$ cat src/rtl/song_rom.sv
// Lightshow script ROM for the light-stick player: 16 songs of keyframe records.
// Reads are combinational by default; with OUT_REG=1 the word is registered on clock_play.
module song_rom #(
    parameter int ADDR_W  = 16,
    parameter int DATA_W  = 6,
    parameter bit OUT_REG = 1'b0
) (
    input  logic              clock_play,
    input  logic              restart,
    input  logic [ADDR_W-1:0] address,
    output logic [DATA_W-1:0] data
);

    logic [3:0]        song;
    logic [9:0]        offset;
    logic [DATA_W-1:0] rom_word;
    logic [DATA_W-1:0] data_q;

    assign song   = address[13:10];
    assign offset = address[9:0];

    // Song 0 holds the demo show; every other song is just a terminator record.
    always_comb begin
        rom_word = 6'o00;
        if (address[15:14] == 2'b00) begin
            if (song == 4'd0) begin
                case (offset)
                    10'h000: rom_word = 6'o00;
                    10'h001: rom_word = 6'o00;
                    10'h002: rom_word = 6'o01;
                    10'h003: rom_word = 6'o63;
                    10'h004: rom_word = 6'o00;
                    10'h005: rom_word = 6'o40;
                    10'h006: rom_word = 6'o01;
                    10'h007: rom_word = 6'o60;
                    10'h008: rom_word = 6'o01;
                    10'h009: rom_word = 6'o00;
                    10'h00A: rom_word = 6'o01;
                    10'h00B: rom_word = 6'o14;
                    10'h00C: rom_word = 6'o02;
                    10'h00D: rom_word = 6'o00;
                    10'h00E: rom_word = 6'o01;
                    10'h00F: rom_word = 6'o03;
                    10'h010: rom_word = 6'o77;
                    10'h011: rom_word = 6'o77;
                    10'h012: rom_word = 6'o01;
                    10'h013: rom_word = 6'o00;
                    default: rom_word = 6'o00;
                endcase
            end else begin
                case (offset)
                    10'h000: rom_word = 6'o77;
                    10'h001: rom_word = 6'o77;
                    10'h002: rom_word = 6'o01;
                    10'h003: rom_word = 6'o00;
                    default: rom_word = 6'o00;
                endcase
            end
        end
    end

    // The register always exists; with OUT_REG=0 it is unobserved and trims away.
    always_ff @(posedge clock_play or negedge restart) begin
        if (!restart) begin
            data_q <= '0;
        end else begin
            data_q <= rom_word;
        end
    end

    assign data = OUT_REG ? data_q : rom_word;

endmodule

$ cat config.mk
export PLATFORM = sky130hd
export DESIGN_NAME = song_rom
export DESIGN_NICKNAME = d
export VERILOG_FILES = /design/src/rtl/song_rom.sv
export SDC_FILE = /design/constraint.sdc
export NUM_CORES = 1
export LEC_CHECK = 0
export BUFFER_PORTS_ARGS = -buffer_cell sky130_fd_sc_hd__buf_2
export CAP_MARGIN = 10
export CORE_AREA = 2 2 39 41
export DETAILED_ROUTE_END_ITERATION = 6
export DIE_AREA = 0 0 41 43
export MAX_ROUTING_LAYER = met4
export SETUP_SLACK_MARGIN = 0.4
export SYNTH_ARGS = -nofsm -noshare
export SYNTH_HDL_FRONTEND = slang
export SYNTH_SLANG_ARGS = --single-unit
$ cat constraint.sdc
create_clock -name vclk -period 2.9
set_input_delay 0 -clock vclk [all_inputs]
set_output_delay 0 -clock vclk [all_outputs]
set_load 0.1 [all_outputs]
==> flow_summary_export.csv <==
group,metric,value,unit
pwr,peakVddDrop,0.0300,mV
layout,n_fill_cell,159,
placement,pre_cts_slack,1.23,ns
pwr,power.switching,28.7,uW
sta,fin_tns_setup,0,ns
pwr,share_clk_of_total_power,0,
synth,ys_seq_area_frac,0,
min_path,worstHoldPathType,"in -> out",
layout,clock_buffers,0,
synth,post_synth_instance_area,363,sq um
sta,finalCritPeriodShare,0.572,
worst_setup_path,crit_slowest_cell,"or4_4",
clock_network,cts_repair_resize_count,0,
worst_setup_path,critPathMostFrequentCell,"buf_2",
synth,syn-num-nets,71,
layout,area_growth,29.3,%
sta,clock.fmax,0.603,GHz
pwr,design_power_total,48.1,uW
synth,synthesis.yosys.warnings,0,
worst_setup_path,end_kind,"output port",
die,std_cell_rows,14,
clock_network,cts_hold_buffers,0,
routing,avgViaCountPerCell,5.24,
layout,layout.area.seq,0,sq um
die,die_w,41,um
run_status,status,"completed",
sta,final.min_clock_period,1.66,ns
layout,share_of_post_route_cells_with_drive_strength_above_1,0.485,
placement,port_buffers,22,
synth,synthCells,48,
grt,antenna_found_initial,0,
layout,antenna-diode-count,0,
pwr,power.combinational.fraction,1.000,
routing,drtPass1Iterations,4,
die,area_enclosed_by_the_die_boundary,1760,sq um
grt,grt_pass1_vias,383,
die,boundaryPins,24,
routing,wl_per_cell,11.2,um
worst_setup_path,worstSetupStartpointType,"input pin",
routing,drt_wl_total,919,um
placement,hpwl,792,um
sta,setup_viol,0,
worst_setup_path,slowest_delay,0.55,ns
routing,drt_first_iter_violations,3,
worst_setup_path,cpLargestDelayFamily,"simple AND/OR/NAND/NOR gates",
pwr,cellPowerDensity,102,nW/um^2
grt,track_usage,0.123,
sta,worst_hold_check_slack,0.573,ns
grt,grt_first_pass_wirelength,1590,um
layout,finish.cell_count_without_fillers,82,
pwr,netSwitchingFraction,0.596,
routing,via_count,430,
worst_setup_path,crit_type,"in -> out",
worst_setup_path,cp_cell_sequence,"buf_2 > or4_4 > nor3_2 > o21ai_2 > a22oi_2 > buf_2",
worst_setup_path,critical_path_arrival,1.66,ns
routing,final_antenna_net_count,0,
layout,sequential_cell_total,0,
worst_setup_path,crit_buf_inv,2,
synth,post_synth_num_cell_types,28,
synth,synth_area_per_cell,7.56,sq um
routing,route.detailed.drc,0,
placement,place_congestion,0.725,
clock_network,cts.repair_timing.setup_buffer_count,0,
flow_run,drv_cap,0,
grt,grt_start_max_net_pins,12,
sta,timing.final.hold_violations,0,
min_path,hp-start,"address[6]",
worst_setup_path,cp_data_required_time,2.90,ns
pwr,internal-power,19.4,uW
pwr,share_seq_of_total_power,0,
die,die-height,43,um
sta,worst_slew_pin_slew,0.466,ns
sta,worst_case_headroom_to_the_max_slew_limit,0.681,
layout,nets,91,
sta,rsz0062_at_grt,"false",
placement,placed_cells_incl_taps,82,
worst_setup_path,cp_max_fo,9,
worst_setup_path,critical_path.startpoint,"address[2]",
sta,worst_path_setup_slack_after_routing,1.24,ns
die,core_footprint,1380,sq um
sta,final-max-slew-violation-count,0,
grt,grt_overflow,0,
pwr,power.static_leakage,0.219,nW
die,floorplan.initialDensity,0.262,
worst min-delay path, stage by stage:
cell and delay (ns):
buf_2 0.11, nor3_1 0.07, nand2_1 0.05, a21oi_1 0.05
buf_2 0.28
routing by layer:
metal  share of wire  vias to the layer above  global-route usage
met2            0.55                       14               0.216
met3           0.046                        0                   0
li1                -                      215                   -
met4               0                        0                   0
met5               0                        -                   -
met1            0.41                      201               0.161
stage by stage:
stage,utilization,cell area [sq um]
6_report,0.339,469
5_1_grt,0.339,469
4_1_cts,0.339,469
3_5_place_dp,0.339,469
3_3_place_gp,0.339,469
2_1_floorplan,-,365
kinds of logic after synthesis:
| kind of cell | Yosys count | share of synthesized area |
|---|---|---|
| buffers and inverters | 6 | 0.0931 |
| adder cells (fa/ha/maj) | 5 | 0.172 |
| multiplexers | 2 | 0.0552 |
| AND/OR/NAND/NOR | 22 | 0.414 |
| AO/OA/AOI/OAI | 13 | 0.266 |
placed cells by master, fill, tap and decap left out:
cell / n
a21boi_0: 1
buf_2: 22
inv_1: 2
nand2_1: 1
ha_1: 5
or4_4: 2
nor4b_1: 1
nor2_1: 7
nor2b_1: 2
o31a_2: 1
nor3b_1: 1
nor4_4: 1
a221o_2: 1
a2111oi_0: 1
a21oi_1: 4
nor3_2: 1
o21ai_0: 2
o21ai_2: 1
or4_1: 1
nand3_1: 1
or3b_2: 1
o31ai_1: 1
mux2i_1: 2
nand3b_1: 1
nor3_1: 1
nor2_2: 1
a22oi_2: 1
power by group through the flow:
stage          Combinational [mW]  Sequential, mW  Clock (mW)
2_1_floorplan              0.0300               0           0
3_3_place_gp               0.0473               0           0
3_5_place_dp               0.0483               0           0
4_1_cts                    0.0485               0           0
5_1_grt                    0.0534               0           0
6_report                   0.0481               0           0
cell type report:
type,count,area [sq um],area share
multi-input combinational,42,332,0.707
inverter,2,7.51,0.0160
timing repair buffer,22,110,0.235
tap,16,20.0,0.0427
cells in the mapped netlist:
cell       instances  area [sq um]
nor2_1             8          30.0
nand2_1            1          3.75
ha_1               5          62.6
nand3b_1           1          7.51
buf_6              1          11.3
nor3_1             1          5.00
nor4_4             1          21.3
or4_4              2          22.5
o31ai_1            1          7.51
nor4b_1            1          8.76
nor3b_1            1          7.51
clkbuf_1           2          7.51
mux2i_1            2          20.0
or4_1              1          7.51
nand3_1            1          5.00
a21oi_1            4          20.0
o31a_2             1          10.0
buf_4              1          7.51
a221o_2            1          11.3
a22oi_2            1          12.5
inv_1              2          7.51
nor3_2             1          10.0
or3b_2             1          8.76
o21ai_0            2          10.0
o21ai_2            1          8.76
a21boi_0           1          7.51
a2111oi_0          1          8.76
nor2b_1            2          12.5
worst paths after layout:
kind              cells past startpoint       to  slack, ns
setup / recovery                      6  data[0]       1.24
hold / removal                        5  data[1]       0.57
No activity file was read; power rests on OpenSTA's default activity.
